File: config.mk
export PLATFORM = sky130hd
export DESIGN_NAME = dram_phase_latch
export DESIGN_NICKNAME = d
export VERILOG_FILES = /design/src/rtl/dram_phase_latch.sv
export SDC_FILE = /design/constraint.sdc
export NUM_CORES = 1
export LEC_CHECK = 0
export BUFFER_PORTS_ARGS = -buffer_cell sky130_fd_sc_hd__buf_2
export CORE_ASPECT_RATIO = 1.25
export CORE_UTILIZATION = 26
export DETAILED_ROUTE_END_ITERATION = 6
export PLACE_DENSITY = 0.45
export SKIP_LAST_GASP = 1
export SLEW_MARGIN = 20
export SYNTH_ARGS = -nofsm -noshare
export SYNTH_HDL_FRONTEND = slang
export SYNTH_SLANG_ARGS = --single-unit
File: constraint.sdc
create_clock -name clk -period 2.5 [get_ports clk]
set_clock_uncertainty 0.2 [all_clocks]
set_input_delay 0.5 -clock clk [delete_from_list [all_inputs] [get_ports clk]]
set_output_delay 0.5 -clock clk [all_outputs]
set_load 0.01 [all_outputs]
File: src/rtl/dram_phase_latch.sv
// SAM-side clock-enable divider with RAS/CAS address reassembly, refresh
// classification and dual-phase (Q video / E cpu) RAM read-data capture.

// Edge-qualified capture register: samples strb_i on every ena, latches data on the chosen edge.
module dram_phase_cap #(
  parameter int DATA_W = 8,
  parameter bit FALL   = 1'b0
) (
  input  logic              clk,
  input  logic              rst_n,
  input  logic              ena_i,
  input  logic              strb_i,
  input  logic [DATA_W-1:0] data_i,
  output logic [DATA_W-1:0] data_o,
  output logic              vld_o
);
  logic              strb_q;
  logic              hit;
  logic [DATA_W-1:0] data_q, data_d;
  logic              vld_q;

  always_comb begin
    hit    = FALL ? (~strb_i & strb_q) : (strb_i & ~strb_q);
    data_d = data_q;
    if (ena_i && hit) data_d = data_i;
  end

  always_ff @(posedge clk or negedge rst_n) begin
    if (!rst_n) begin
      strb_q <= 1'b0;
      data_q <= '0;
      vld_q  <= 1'b0;
    end else begin
      if (ena_i) strb_q <= strb_i;
      data_q <= data_d;
      vld_q  <= ena_i & hit;
    end
  end

  assign data_o = data_q;
  assign vld_o  = vld_q;
endmodule

module dram_phase_latch #(
  parameter int DIV      = 4,  // 2..16
  parameter int ROW_W    = 8,
  parameter int COL_W    = 8,
  parameter int MA_W     = 8,  // >= max(ROW_W, COL_W)
  parameter int DATA_W   = 8,
  parameter int CAP_EDGE = 0   // 0 = Q rise, 1 = Q fall
) (
  input  logic                   clk,
  input  logic                   reset,
  output logic                   ena_out,
  input  logic                   ras_n,
  input  logic                   cas_n,
  input  logic [MA_W-1:0]        ma,
  input  logic                   e,
  input  logic                   q,
  input  logic [DATA_W-1:0]      mem_q,
  output logic [ROW_W+COL_W-1:0] addr,
  output logic                   addr_vld,
  output logic                   refresh,
  output logic                   cas_err,
  output logic [DATA_W-1:0]      vid_data,
  output logic                   vid_vld,
  output logic [DATA_W-1:0]      cpu_data,
  output logic                   cpu_vld
);
  localparam int CNT_W  = $clog2(DIV);
  localparam int ADDR_W = ROW_W + COL_W;

  typedef struct packed {
    logic ras_fall;
    logic ras_rise;
    logic cas_fall;
  } strb_evt_t;

  // ---------------- divider ----------------
  logic [CNT_W-1:0] cnt_q, cnt_d;
  logic             ena_q;
  logic             wrap;

  always_comb begin
    wrap  = (cnt_q == CNT_W'(DIV - 1));
    cnt_d = wrap ? '0 : cnt_q + CNT_W'(1);
  end

  always_ff @(posedge clk or negedge reset) begin
    if (!reset) begin
      cnt_q <= '0;
      ena_q <= 1'b0;
    end else begin
      cnt_q <= cnt_d;
      ena_q <= wrap;
    end
  end

  assign ena_out = ena_q;

  // ---------------- address path ----------------
  logic              ras_r_q, cas_r_q;
  logic [ROW_W-1:0]  row_q, row_d;
  logic              row_ok_q, row_ok_d;
  logic [ADDR_W-1:0] addr_q, addr_d;
  logic              addr_vld_d, refresh_d, cas_err_d;
  logic              addr_vld_q, refresh_q, cas_err_q;
  strb_evt_t         evt;

  always_comb begin
    evt.ras_fall = ~ras_n &  ras_r_q;
    evt.ras_rise =  ras_n & ~ras_r_q;
    evt.cas_fall = ~cas_n &  cas_r_q;

    row_d      = row_q;
    row_ok_d   = row_ok_q;
    addr_d     = addr_q;
    addr_vld_d = 1'b0;
    refresh_d  = 1'b0;
    cas_err_d  = 1'b0;

    if (ena_q) begin
      if (evt.ras_fall) begin
        row_d    = ma[ROW_W-1:0];
        row_ok_d = 1'b1;
        // A CAS landing with its own RAS has no prior row to pair with.
        cas_err_d = evt.cas_fall;
      end else if (evt.cas_fall) begin
        if (row_ok_q) begin
          addr_d     = {ma[COL_W-1:0], row_q};
          addr_vld_d = 1'b1;
          row_ok_d   = 1'b0;
        end else begin
          cas_err_d = 1'b1;
        end
      end
      // RAS closing on an unconsumed row means the SAM only refreshed it.
      if (evt.ras_rise && row_ok_q && !evt.cas_fall) begin
        refresh_d = 1'b1;
        row_ok_d  = 1'b0;
      end
    end
  end

  always_ff @(posedge clk or negedge reset) begin
    if (!reset) begin
      ras_r_q    <= 1'b1;
      cas_r_q    <= 1'b1;
      row_q      <= '0;
      row_ok_q   <= 1'b0;
      addr_q     <= '0;
      addr_vld_q <= 1'b0;
      refresh_q  <= 1'b0;
      cas_err_q  <= 1'b0;
    end else begin
      if (ena_q) begin
        ras_r_q <= ras_n;
        cas_r_q <= cas_n;
      end
      row_q      <= row_d;
      row_ok_q   <= row_ok_d;
      addr_q     <= addr_d;
      addr_vld_q <= addr_vld_d;
      refresh_q  <= refresh_d;
      cas_err_q  <= cas_err_d;
    end
  end

  assign addr     = addr_q;
  assign addr_vld = addr_vld_q;
  assign refresh  = refresh_q;
  assign cas_err  = cas_err_q;

  // ---------------- data capture ----------------
  dram_phase_cap #(.DATA_W(DATA_W), .FALL(CAP_EDGE != 0)) u_vid (
    .clk   (clk),
    .rst_n (reset),
    .ena_i (ena_q),
    .strb_i(q),
    .data_i(mem_q),
    .data_o(vid_data),
    .vld_o (vid_vld)
  );

  dram_phase_cap #(.DATA_W(DATA_W), .FALL(1'b1)) u_cpu (
    .clk   (clk),
    .rst_n (reset),
    .ena_i (ena_q),
    .strb_i(e),
    .data_i(mem_q),
    .data_o(cpu_data),
    .vld_o (cpu_vld)
  );
endmodule

Word level (Yosys, flattened, before mapping):

Index checks and enable logic that the tools add are counted.

* register bits: 53
* input bits: 22
* output and inout port bits: 38

* add/sub/neg operators: 1
* equal/unequal tests: 1
* mux-type cells: 14
* bitwise gates (word level): 13
* reduce and logical (&&, ||, !) cells: 9

Operators with widths (number)
* two-way mux 1 bit: 13
* AND 1 bit: 7
* NOT 1 bit: 6
* logical AND 1 bit: 4
* AND reduction 2 bit: 2
* AND reduction 4 bit: 1
* nonzero test 3 bit: 1
* adder 2 x 1 -> 2 bit, second input constant: 1
* equality test 2 bit, second input constant: 1
* two-way mux 2 bit: 1
* zero test 1 bit: 1

Depth between registers and ports, before layout:

* depth in word-level cells: 6
* depth in mapped cells: 5
* depth with buffers taken out: 3

Cells and area by module:

A second synthesis with hierarchy kept.

* cell total of the unflattened synthesis: 117
* area, all modules: 2037.0 µm²

Modules (own cells, without submodules)
* dram_phase_latch: times used 1, cells an instance 75, area each 1286.2 µm², sequential area each 828.3 µm²
* dram_phase_cap: times used 2, cells an instance 21, area each 375.4 µm², sequential area each 250.2 µm²

Worst setup path after synthesis:

No wires, ideal clock.

* path kind: in2reg
* start point: input cas_n
* end point: register addr_q[10] (netlist: addr[10])
* setup time: 0.125 ns
* arrival time: 1.454 ns
* path slack: 0.721 ns
* cell stages on the path: 4
* path through: nand2b_4 nor3_4 buf_12 mux2_4

* longest elaborated chain between the ends: 3

Ends and longest elaborated chain
* start: declaration: line 56 `input logic cas_n,`
* NOT 1 bit: line 113 `evt.cas_fall = ~cas_n & cas_r_q;`
* AND 1 bit: line 113
* AND reduction 4 bit (no source line)
* end signal: assignment: line 162 `addr_q <= addr_d;`
* end: declaration: line 105 `logic [ADDR_W-1:0] addr_q, addr_d;`

No other way between the ends.
A chain may end at the register's enable or synchronous reset.

Worst setup path after layout:

* start point: register ena_q (netlist: ena_out)
* end point: output ena_out

RTL lines
* start: declaration: line 81 `logic ena_q;`
* start signal: assignment: line 95 `ena_q <= wrap;`
* end: declaration: line 54 `output logic ena_out,`

No word-level cell between the ends.

==> summary.md <==
| Metric | Value |
|---|---|
| Number of flops mapped to enable cells by yosys | 0 |
| Setup violators final | 0 |
| Fraction of layout cells with a size suffix above 1 | between 60% and 70% |
| Maximum fanout along the worst path | 11 |
| CTS tree | built |
| Most common flop cell mapped by yosys | dfrtp_1 |
| Via density | approximately 4.3 |
| Status | completed |
| Post-synthesis sequential area ratio | about two thirds |
| Nets@finish | about 210 |
| Global-route wire length before repair | approximately 6.3 mm |
| Crit path buf inv count | 1 |
| Synthesized instance count | between 100 and 150 |
| Slew HR | roughly two thirds |
| CP delay by family, top | flip-flops |
| Clk sink count | 53 |
| # resized after CTS | 0 |
| Final period util | 72.25% |
| IO Pins | 60 |
| Min-delay worst type | reg2reg |
| Worst skew pair latency | roughly 0.30 ns |
| Drt first pass iters | 4 |
| Critical Path Slowest Stage Cell | dfrtp_1 |
| Maximum vdd drop | about 0.00027 V |
| Initial antenna violation count | 0 |
| Fill cells | around 760 |
| Setup crit start kind | flop |
| Cell Pwr Density | 751.0 mW/mm^2 |
| GPL Wtd Cong | approximately 0.69 |
| Final std cells w/o fill | approximately 280 |
| Die Span Y | 100.8 um |
| Multi-input logic area | approximately 660 um^2 |
| Tightest Pin Transition | 0.4744 ns |
| Worst Slack Setup Final | 0.6937 ns |
| Largest net degree at the start of global routing | 35 |
| Placed insts | between 200 and 300 |
| Core area | between 0.007 and 0.008 mm^2 |
| Std cell rows | 35 |
| Root buf cell | clkbuf_8 |
| H-tree lvl count | 2 |
| Total track usage | about a tenth |
| Crit Path Class | reg2out |
| Synth Register Bits | 53 |
| Unrepaired setup endpoints after global routing | false |
| Largest area contributor in the netlist | dfrtp_1 |
| Max-slew violation count | 0 |
| Post-CTS setup buffer count | 0 |
| Hold Buf Count CTS | 1 |
| Antenna viol nets, final | 0 |
| Top cells by area, synth | dfrtp_1 (63%), mux2_2 (19%), mux2_4 (6.7%), dfstp_2 (2.6%), buf_12 (0.99%) |
| Critical Path AT | 1.11 ns |
| Clock Pin Slew Worst Setup and Hold Paths | ~0.09 ns |
| Count of cell types in the netlist | 21 |
| Total CTS buffers | 5 |
| Cell Chain, Critical Path | buf_2 |
| Remaining DRCs | 0 |
| Max Cap Violations | 0 |
| Mapped Avg Cell Area | between 15 and 20 um^2 |
| Area of the die | just over 0.008 mm^2 |
| LEAKAGE | roughly 1.3 nW |
| Post-Syn Area | approximately 0.002 mm^2 |
| Post-DP HPWL | between 2 and 3 mm |
| Max Freq | 0.5536 GHz |
| Final Util | 34.30% |
| Via count | between 1000 and 1500 |
| Die width | 81.07 um |
| Area grow syn2layout | 26.42% |
| CP max stage delay | 0.59 ns |
| Detailed router's first-iteration violation count | 19 |
| Setup TNS | 0 ns |
| Final Power | between 1.5 and 2 mW |
| Port buffer count | just under 60 |
| Critical Path RT | roughly 1.8 ns |
| Post-synthesis async set-or-reset flop share | 100.0% |
| CP endpoint kind | primary output |
| Overflow after GRT | 0 |
| Hold Vio Cnt, Final | 0 |
| Reg area | roughly 0.0013 mm^2 |
| Ant. Diodes | 0 |
| DP Worst Slack | roughly 0.58 ns |
| Max Root-Sink Buffers | 2 |
| Initial Util | about 27% |
| Top-area cell type share of the netlist area | between 60% and 70% |
| Fin crit period | between 1.5 and 2 ns |
| WL/cell | around 14 um |
| Vias in the first global route | 1364 |
| Syn nets | 140 |
| Synth warnings | 0 |
| Final wirelength | about 3.8 mm |
## metal layers
metal | share of wire [%] | global-route usage [%] | wire length (um) | vias up
met2 | 49 | 18.29 | 1857 | 51
li1 | - | - | - | 539
met1 | 42 | 11.16 | 1614 | 598
met5 | 0 | 0 | 0 | -
met4 | 1.2 | 5.357 | 44 | 0
met3 | 7.8 | 2.805 | 296 | 4
## report_power, final
group          internal [mW]  switching (mW)
Combinational          0.171           0.137
Clock                  0.326           0.268
Sequential             0.971          0.0571
Total                   1.47           0.462
## cells in the final DEF, fill, tap and decap left out
cell type,synthesis,routed
buf_4,0,1
clkinvlp_4,0,1
nand3b_1,2,2
ha_1,1,1
a21boi_0,1,1
clkbuf_8,0,6
dlygate4sd3_1,0,1
nor3_4,1,1
o211a_1,1,1
buf_12,1,1
nor2b_1,1,1
bufinv_16,0,1
dfrtp_1,51,51
buf_2,0,59
or2b_1,1,1
nand2_1,1,1
nor2b_4,1,1
nor3_1,1,1
mux2_4,9,9
mux2_2,35,35
nand2b_4,1,1
dfstp_2,2,2
nor2_1,1,1
nand2_4,1,1
o21ai_0,1,1
inv_1,3,3
## worst paths after layout
path	cells past startpoint	slack, ns	startpoint	to
min in group asynchronous	2	0.48	reset	u_cpu.data_o[0]$_DFFE_PN0P_
min	1	0.23	cnt_q[0]$_DFF_PN0_	cnt_q[0]$_DFF_PN0_
max in group asynchronous	3	1.03	reset	cas_r_q$_DFFE_PN1P_
max	1	0.69	ena_out$_DFF_PN0_	ena_out
min reg2reg	1	0.23	cnt_q[0]$_DFF_PN0_	cnt_q[0]$_DFF_PN0_
max reg2reg	4	0.72	ena_out$_DFF_PN0_	addr[0]$_DFFE_PN0P_
## kinds of logic (layout without fill, tap and decap cells)
kind of cell,Yosys count,in the layout,synth area share [%]
AO/OA/AOI/OAI,3,3,1.108
adder cells (fa/ha/maj),1,1,0.6157
buffers and inverters,5,73,2.094
flip-flops,53,53,65.39
multiplexers,44,44,26.05
AND/OR/NAND/NOR,11,11,4.741
## cells in the mapped netlist (2+ instances only)
library cell	number
dfrtp_1	51
inv_1	3
mux2_4	9
mux2_2	35
nand3b_1	2
dfstp_2	2
## sequential cells by signal, summed over array words and instances (netlist names), 2 cells and up
register and cells:
addr 16, cnt_q 2, row_q 8, u_cpu.data_o 8
u_vid.data_o 8
## cell type report
| class | count | share of cell area [%] |
|---|---|---|
| sequential | 53 | 51.73 |
| multi-input combinational | 59 | 25.72 |
| timing repair buffer | 62 | 12.96 |
| tap | 92 | 4.481 |
| clock buffer | 6 | 3.215 |
| clock inverter | 2 | 1.461 |
| inverter | 3 | 0.4384 |
## stage by stage
step / cell area, um^2 / hold slack (ns)
3_5_place_dp: 2439 / 0.2173
6_report: 2569 / 0.2295
5_1_grt: 2569 / 0.2175
4_1_cts: 2569 / 0.2172
3_3_place_gp: 2439 / 0.2146
2_1_floorplan: 2032 / 0.004409
(Power assumes the default switching activity.)
